**src/rtl/arc4_pkg.sv**
```systemverilog
// -----------------------------------------------------------------------------
// arc4_pkg
//   Shared types and helpers for the ARC4 encrypt datapath.
//   - state_t      : top-level sequencer states
//   - swap_phase_t : four-step read-i / read-j / swap sequence of arc4_swap
//   - S_SIZE       : number of entries in the S permutation
//   - keybyte()    : key byte for S index i (MSB byte of the key first)
// -----------------------------------------------------------------------------
package arc4_pkg;

  localparam int S_SIZE  = 256;
  // Widest key (in bytes) keybyte() can index; the top zero-extends its key.
  localparam int KEY_MAX = 32;

  typedef enum logic [3:0] {
    IDLE,
    INIT,
    K_RI, K_LI, K_LJ, K_WJ,
    L_RD, L_LT,
    P_RI, P_LI, P_LJ, P_WJ, P_RP, P_LP,
    DONE
  } state_t;

  typedef enum logic [1:0] {
    SW_RI,
    SW_LI,
    SW_LJ,
    SW_WJ
  } swap_phase_t;

  // Key byte used at S index idx. Byte 0 of the schedule is the most
  // significant byte of the keylen-byte key.
  function automatic logic [7:0] keybyte(input logic [8*KEY_MAX-1:0] key_ext,
                                         input int                   keylen,
                                         input logic [7:0]           idx);
    int                     pos;
    logic [8*KEY_MAX-1:0]   sh;
    pos = int'(idx) % keylen;
    sh  = key_ext >> (8 * (keylen - 1 - pos));
    return sh[7:0];
  endfunction

endpackage

```
**src/rtl/arc4_swap.sv**
```systemverilog
// -----------------------------------------------------------------------------
// arc4_swap
//   Read-i / read-j / swap sequencer on the external S RAM, shared by KSA and
//   PRGA. A start pulse launches four cycles:
//     RI : s_addr = i
//     LI : si = S[i]; j = j + si + j_add; s_addr = j
//     LJ : S[i] <= S[j] (sj), latch sj
//     WJ : S[j] <= si, done = 1
//   j is held here; j_clr zeroes it between phases of the algorithm.
// Ports
//   clk, rst         clock, synchronous active-high reset
//   start            first cycle of a swap (RI step drives i immediately)
//   j_clr            clear j to 0
//   i_idx            S index i for this swap
//   j_add            extra addend for j (key byte in KSA, 0 in PRGA)
//   s_rddata         S RAM read data (1-cycle latency)
//   s_addr/s_wrdata/s_wren  S RAM port while a swap is in progress, else 0
//   si, sj           values read from S[i] and S[j] by the last swap
//   done             high in the final (WJ) step
// -----------------------------------------------------------------------------
module arc4_swap
  import arc4_pkg::*;
(
  input  logic       clk,
  input  logic       rst,
  input  logic       start,
  input  logic       j_clr,
  input  logic [7:0] i_idx,
  input  logic [7:0] j_add,
  input  logic [7:0] s_rddata,
  output logic [7:0] s_addr,
  output logic [7:0] s_wrdata,
  output logic       s_wren,
  output logic [7:0] si,
  output logic [7:0] sj,
  output logic       done
);

  swap_phase_t phase_q;
  swap_phase_t phase;
  logic        active_q;
  logic [7:0]  j_q;
  logic [7:0]  j_next;
  logic [7:0]  si_q;
  logic [7:0]  sj_q;

  // The RI step happens in the start cycle itself, before active_q is set.
  assign phase = active_q ? phase_q : SW_RI;
  assign si    = si_q;
  assign sj    = sj_q;

  always_comb begin
    // NOTE: every output gets a default first, so no path leaves a signal
    // unassigned and no latch is inferred.
    s_addr   = '0;
    s_wrdata = '0;
    s_wren   = 1'b0;
    done     = 1'b0;
    j_next   = j_q;
    if (active_q || start) begin
      case (phase)
        SW_RI: s_addr = i_idx;
        SW_LI: begin
          j_next = j_q + s_rddata + j_add;
          s_addr = j_next;
        end
        SW_LJ: begin
          s_addr   = i_idx;
          s_wrdata = s_rddata;
          s_wren   = 1'b1;
        end
        SW_WJ: begin
          s_addr   = j_q;
          s_wrdata = si_q;
          s_wren   = 1'b1;
          done     = 1'b1;
        end
        default: ;
      endcase
    end
  end

  always_ff @(posedge clk) begin
    // NOTE: state registers use non-blocking assignments so every register
    // samples the pre-edge values, independent of statement order.
    if (rst) begin
      active_q <= 1'b0;
      phase_q  <= SW_RI;
      j_q      <= '0;
      si_q     <= '0;
      sj_q     <= '0;
    end else begin
      if (j_clr) begin
        j_q <= '0;
      end else if (active_q && phase_q == SW_LI) begin
        j_q <= j_next;
      end

      if (active_q) begin
        case (phase_q)
          SW_LI: begin
            si_q    <= s_rddata;
            phase_q <= SW_LJ;
          end
          SW_LJ: begin
            sj_q    <= s_rddata;
            phase_q <= SW_WJ;
          end
          SW_WJ: begin
            active_q <= 1'b0;
            phase_q  <= SW_RI;
          end
          default: phase_q <= SW_LI;
        endcase
      end else if (start) begin
        active_q <= 1'b1;
        phase_q  <= SW_LI;
      end
    end
  end

endmodule

```
**src/rtl/arc4_encrypt.sv**
```systemverilog
// -----------------------------------------------------------------------------
// arc4_encrypt
//   Reads a length-prefixed plaintext (PT[0]=L, PT[1..L]) and writes the
//   length-prefixed ARC4 ciphertext (CT[0]=L, CT[k]=PT[k]^pad[k]) using an
//   external 256x8 S RAM: INIT (S[n]=n), KSA, length fetch, PRGA.
//   rdy is high in IDLE and DONE; en&rdy starts a run and latches key.
//   Optional feature macro: ARC4_ENC_CKSUM_EN adds the cksum output (XOR of
//   every byte written to CT, cleared on accept).
// Parameters
//   KEYLEN  key length in bytes (<= arc4_pkg::KEY_MAX)
//   AW      address width of the S/PT/CT memories (>= 8)
// Ports
//   clk, rst                     clock, synchronous active-high reset
//   en, rdy                      start request / idle-or-done
//   key                          key, sampled on the accept edge
//   s_addr/s_wrdata/s_wren/s_rddata   S RAM (read latency 1)
//   pt_addr/pt_rddata            PT memory, read-only (read latency 1)
//   ct_addr/ct_wrdata/ct_wren    CT memory write port
//   cksum                        CT checksum (ARC4_ENC_CKSUM_EN only)
// -----------------------------------------------------------------------------
module arc4_encrypt
  import arc4_pkg::*;
#(
  parameter int KEYLEN = 3,
  parameter int AW     = 8
) (
  input  logic              clk,
  input  logic              rst,
  input  logic              en,
  output logic              rdy,
  input  logic [8*KEYLEN-1:0] key,
  output logic [AW-1:0]     s_addr,
  output logic [7:0]        s_wrdata,
  output logic              s_wren,
  input  logic [7:0]        s_rddata,
  output logic [AW-1:0]     pt_addr,
  input  logic [7:0]        pt_rddata,
  output logic [AW-1:0]     ct_addr,
  output logic [7:0]        ct_wrdata,
  output logic              ct_wren
`ifdef ARC4_ENC_CKSUM_EN
  ,
  output logic [7:0]        cksum
`endif
);

  localparam logic [7:0] LAST_IDX = 8'(S_SIZE - 1);

  state_t                state_q;
  state_t                state_d;
  logic [7:0]            i_q;      // INIT n, KSA i, PRGA i (wraps to 0 between phases)
  logic [7:0]            k_q;      // PRGA byte index 1..L
  logic [7:0]            len_q;
  logic [7:0]            pt_q;
  logic [8*KEYLEN-1:0]   key_q;
  logic [8*KEY_MAX-1:0]  key_ext;
  logic                  accept;

  logic [7:0]            s_addr8;
  logic [7:0]            pt_addr8;
  logic [7:0]            ct_addr8;

  logic                  sw_start;
  logic                  sw_jclr;
  logic [7:0]            sw_iidx;
  logic [7:0]            sw_jadd;
  logic [7:0]            sw_addr;
  logic [7:0]            sw_wrdata;
  logic                  sw_wren;
  logic [7:0]            sw_si;
  logic [7:0]            sw_sj;
  logic                  sw_done;

  assign rdy    = (state_q == IDLE) || (state_q == DONE);
  assign accept = en && rdy;

  always_comb begin
    key_ext              = '0;
    key_ext[8*KEYLEN-1:0] = key_q;
  end

  // PRGA increments i in the RI step, and that step already addresses the
  // new i, so present i+1 combinationally there.
  assign sw_start = (state_q == K_RI) || (state_q == P_RI);
  assign sw_jclr  = accept || (state_q == L_LT);
  assign sw_iidx  = (state_q == P_RI) ? i_q + 8'd1 : i_q;
  assign sw_jadd  = (state_q == K_LI) ? keybyte(key_ext, KEYLEN, i_q) : 8'd0;

  arc4_swap u_swap (
    .clk      (clk),
    .rst      (rst),
    .start    (sw_start),
    .j_clr    (sw_jclr),
    .i_idx    (sw_iidx),
    .j_add    (sw_jadd),
    .s_rddata (s_rddata),
    .s_addr   (sw_addr),
    .s_wrdata (sw_wrdata),
    .s_wren   (sw_wren),
    .si       (sw_si),
    .sj       (sw_sj),
    .done     (sw_done)
  );

  // Next state
  always_comb begin
    state_d = state_q;
    case (state_q)
      IDLE, DONE: state_d = accept ? INIT : IDLE;
      INIT:       if (i_q == LAST_IDX) state_d = K_RI;
      K_RI:       state_d = K_LI;
      K_LI:       state_d = K_LJ;
      K_LJ:       state_d = K_WJ;
      K_WJ:       if (sw_done) state_d = (i_q == LAST_IDX) ? L_RD : K_RI;
      L_RD:       state_d = L_LT;
      L_LT:       state_d = (pt_rddata == 8'd0) ? DONE : P_RI;
      P_RI:       state_d = P_LI;
      P_LI:       state_d = P_LJ;
      P_LJ:       state_d = P_WJ;
      P_WJ:       if (sw_done) state_d = P_RP;
      P_RP:       state_d = P_LP;
      P_LP:       state_d = (k_q == len_q) ? DONE : P_RI;
      default:    state_d = IDLE;
    endcase
  end

  // Memory-port outputs
  always_comb begin
    s_addr8   = '0;
    s_wrdata  = '0;
    s_wren    = 1'b0;
    pt_addr8  = '0;
    ct_addr8  = '0;
    ct_wrdata = '0;
    ct_wren   = 1'b0;
    case (state_q)
      INIT: begin
        s_addr8  = i_q;
        s_wrdata = i_q;
        s_wren   = 1'b1;
      end
      K_RI, K_LI, K_LJ, K_WJ, P_LI, P_LJ, P_WJ: begin
        s_addr8  = sw_addr;
        s_wrdata = sw_wrdata;
        s_wren   = sw_wren;
      end
      P_RI: begin
        s_addr8  = sw_addr;
        s_wrdata = sw_wrdata;
        s_wren   = sw_wren;
        pt_addr8 = k_q;
      end
      L_LT: begin
        ct_wrdata = pt_rddata;
        ct_wren   = 1'b1;
      end
      P_RP: s_addr8 = sw_si + sw_sj;
      P_LP: begin
        ct_addr8  = k_q;
        ct_wrdata = s_rddata ^ pt_q;
        ct_wren   = 1'b1;
      end
      default: ;
    endcase
  end

  assign s_addr  = AW'(s_addr8);
  assign pt_addr = AW'(pt_addr8);
  assign ct_addr = AW'(ct_addr8);

  always_ff @(posedge clk) begin
    if (rst) begin
      state_q <= IDLE;
      i_q     <= '0;
      k_q     <= '0;
      len_q   <= '0;
      pt_q    <= '0;
      key_q   <= '0;
    end else begin
      state_q <= state_d;
      if (accept) begin
        key_q <= key;
        i_q   <= '0;
      end
      case (state_q)
        INIT, K_WJ, P_RI: i_q <= i_q + 8'd1;
        L_LT: begin
          len_q <= pt_rddata;
          k_q   <= 8'd1;
        end
        P_LI: pt_q <= pt_rddata;
        P_LP: if (k_q != len_q) k_q <= k_q + 8'd1;
        default: ;
      endcase
    end
  end

`ifdef ARC4_ENC_CKSUM_EN
  always_ff @(posedge clk) begin
    if (rst || accept) begin
      cksum <= '0;
    end else if (ct_wren) begin
      cksum <= cksum ^ ct_wrdata;
    end
  end
`endif

endmodule
```
**config.mk**
```make
export PLATFORM = sky130hd
export DESIGN_NAME = arc4_encrypt
export DESIGN_NICKNAME = d
export VERILOG_FILES = /design/src/rtl/arc4_pkg.sv /design/src/rtl/arc4_swap.sv /design/src/rtl/arc4_encrypt.sv
export SDC_FILE = /design/constraint.sdc
export NUM_CORES = 1
export LEC_CHECK = 0
export CORE_MARGIN = 2
export CORE_UTILIZATION = 35
export DETAILED_ROUTE_END_ITERATION = 7
export PLACE_DENSITY = 0.56
export SETUP_SLACK_MARGIN = 0.2
export SYNTH_ARGS = -nofsm -noshare
export SYNTH_HDL_FRONTEND = slang
export SYNTH_HIERARCHICAL = 1
export SYNTH_SLANG_ARGS = --single-unit
```
**constraint.sdc**
```tcl
create_clock -name clk -period 8.65 [get_ports clk]
set_input_delay 0.865 -clock clk [delete_from_list [all_inputs] [get_ports clk]]
set_output_delay 0.865 -clock clk [all_outputs]
set_load 0.05 [all_outputs]
```
==> results.md <==
* Mapped Nets at 1010
* Starting Density at between 30% and 40%
* Synthesized area at 6960 sq um
* Largest net degree at the start of global routing at between 70 and 80
* TritonCTS buffer count at 9
* Critical Path Start: i_q[7]
* Most common cell after layout, fill and taps aside: nand2_1
* Setup_tns at 0 ns
* Fillers at 1993
* Worst min path class: flip-flop to flip-flop
* Number of remaining DRC errors at 0
* Cells after Synth at approximately 930
* CTS max path bufs at 2
* Share of cells above drive strength 1 at 13.9%
* Global-route wire length before repair at 35.0 mm
* Critical path's slowest cell: fa_1
* Hold Fails Final Rpt at 0
* RR Endpoint: u_swap/j_q[7]
* Tmin final at 8.20 ns
* Horiz. Die Dim at 145 um
* Skew final at 0.00913 ns
* Total gr overflow at 0
* Routed WL at between 20 and 25 mm
* Crit path to: s_addr[7]
* I/O pin count at 86
* DP HPWL at 15.8 mm
* Worst-path clk slew at 0.07 ns
* DR iter-0 viols at 495
* Worst Reg-to-Reg Cells at 30
* Final instance area at 8780 sq um
* Vias/cell at 5.50
* CTS tree: yes
* Dpl cell area at 8100 sq um
* Part of the power in registers at 39.3%
* Die height at 145 um
* FF+latch count, synth at 87
* Tot Pwr at 1.11 mW
* P per Cell Area at 126 nW/um^2
* Input/output buffers at 85
* Nets at 1081
* Sw Ratio at 29.6%
* Fmax at ~120 MHz
* Setup WS post-layout at 0.450 ns
* Asr flop ratio synth at 0%
* Yosys warns at 6
* Row Count at 51
* Worst Path Arrival at approximately 7.3 ns
* Clock Sinks at 87
* Placed cells at roughly 1.2k
* Worst-case hold slack at 0.455 ns
* R2r setup slk at around 1.9 ns
* Clk_lat worst skew at 0.35 ns
* Sequential area share after synthesis at 25.0%
* Yosys cell types at between 80 and 90
* Yosys top cell by area: dfxtp_1
* GP Congestion at 0.846
* Vias at 6998
* Initial antenna violation count at 0
* Core Region at 19500 sq um
* Slew @ Worst Pin at around 1.2 ns
* Leakage at about 3.3 nW
* Hold buffers post-CTS at 0
* Crit. End Element: output pin
* Area Overhead vs Synth at 26.2%
* Max Cap Viol at 0
* Clock network power share at 41.4%
* H-tree depth at 3
* Final period util at 94.8%
* Yosys top cell area share at between 20% and 30%
* Drt first pass iters at 5
* Ant. Diodes at 0
* Root Driver: clkbuf_16
* Most frequent cells in the layout: nand2_1 (149), a21oi_1 (89), dfxtp_1 (84)
* ANT nets after route at 0
* Vias in the first global route at 6583
* Synth top area cells: dfxtp_1 (25%), nand2_1 (8.1%), a21oi_1 (6.5%), xnor2_1 (4.7%), ha_1 (4.5%)
* Worst path max stage delay at ~0.5 ns
* GRT Total Usage at 20.3%
* Pre-CTS setup slack at approximately 0.18 ns
* Wire per inst at 17.0 um
* Final setup vio count at 0
* Slew HR at 20.2%
* Kind of critical path: flip-flop to output pin
* Logic pwr share at 19.3%
* Worst r2r src: i_q[7]
* Post-Route Utilization at 45.1%
* Crit path max fanout at 15
* Fin cells at 1273
* Switching power total at approximately 0.33 mW
* Peak VDD IR at 0.0868 mV
* Final Slew Violations at 0
* Mapped Avg Cell Area at about 7.5 sq um
* Outcome: finished clean
* EDFF count, synth at 0
* CP required at between 7 and 8 ns
* Die ar. at 21000 sq um
* Crit start category: flip-flop
* Unrepaired setup endpoints after global routing: no
* Main flop type after synthesis: dfxtp_1
* Int Pwr at 0.780 mW
[cells by family (layout without fill, tap and decap cells)]
kind of cell	count (synthesis)	after routing	share of synthesized area [%]
xor gates and xnor gates	51	51	6.42
DFF	87	87	25.0
AOI/OAI and AO/OA	254	254	24.9
muxes	29	29	4.23
adders and majority gates	34	34	7.08
buffers and inverters	88	163	5.50
and+or+nand+nor	390	390	26.8
[worst max-delay path: cells and delay by family (launching register included)]
kind	cells	cell delay [ns]
AO/OA/AOI/OAI	11	2.53
adder cells (fa/ha/maj)	6	1.85
buffers and inverters	5	0.63
flip-flops	1	0.34
multiplexers	1	0.36
AND/OR/NAND/NOR	9	1.26
[cells in the mapped netlist, drive strengths merged (4+ instances only)]
cell type  number
a21o           10
nor3           25
a21oi          94
fa              9
and3           13
mux2i          26
o211ai          6
nand3b          6
o31ai           5
nor4           16
nand3          34
inv            26
o21ai          51
or2             8
nand4           6
dfxtp          87
nor2           84
ha             25
a22oi          12
and2           20
and3b           4
o21a            4
a22o            8
clkbuf         43
a211oi         11
a31oi          13
buf            18
xor2           14
nand2         153
nand2b          6
xnor2          37
[worst min-delay path by stage]
stage                    from        end  slack (ns)  depth (start not counted)
floorplan           key_q[16]  key_q[16]        0.44                          2
global placement     key_q[7]   key_q[7]        0.45                          2
detailed placement   key_q[0]   key_q[0]        0.45                          2
CTS                  key_q[0]   key_q[0]        0.46                          2
global route         key_q[2]   key_q[2]        0.47                          2
finish               key_q[7]   key_q[7]        0.45                          2
[final cells by class]
class	instances	area [sq um]	area share (%)
clock buffers	9	225	2.56
well taps	265	332	3.78
multi-input cells	758	5060	57.6
inverters	27	101	1.15
flip-flops and latches	87	1750	19.9
repair buffers	121	1200	13.7
clock inverters	6	119	1.35
[flip-flops by register name (all words and copies together), names as in the netlist]
signal / cells
i_q: 8
k_q: 8
key_q: 24
len_q: 8
pt_q: 8
state_q: 4
u_swap/active_q: 1
u_swap/j_q: 8
u_swap/phase_q: 2
u_swap/si: 8
u_swap/sj: 8
[metal layers]
| layer | vias to the layer above | track usage (%) | part of all wire, % |
|---|---|---|---|
| li1 | 3468 | - | - |
| met1 | 3286 | 28.8 | 48 |
| met2 | 213 | 32.1 | 45 |
| met3 | 31 | 2.39 | 5.2 |
| met4 | 0 | 6.34 | 1.9 |
| met5 | - | 0 | 0 |
[power groups by stage]
stage          clock network, mW  logic (mW)  registers, mW
2_1_floorplan                  0       0.147          0.431
3_3_place_gp                   0       0.200          0.445
3_5_place_dp                   0       0.201          0.445
4_1_cts                    0.468       0.205          0.435
5_1_grt                    0.486       0.234          0.438
6_report                   0.459       0.214          0.436
[what timing repair did]
item | 4_1_cts | 5_1_grt
endpoints found under the setup margin | 6 | 6
pin swaps | 8 | 15
buffers inserted | 9 | 8
resized for setup | 11 | 30
Power figures use the tool's default switching activity.
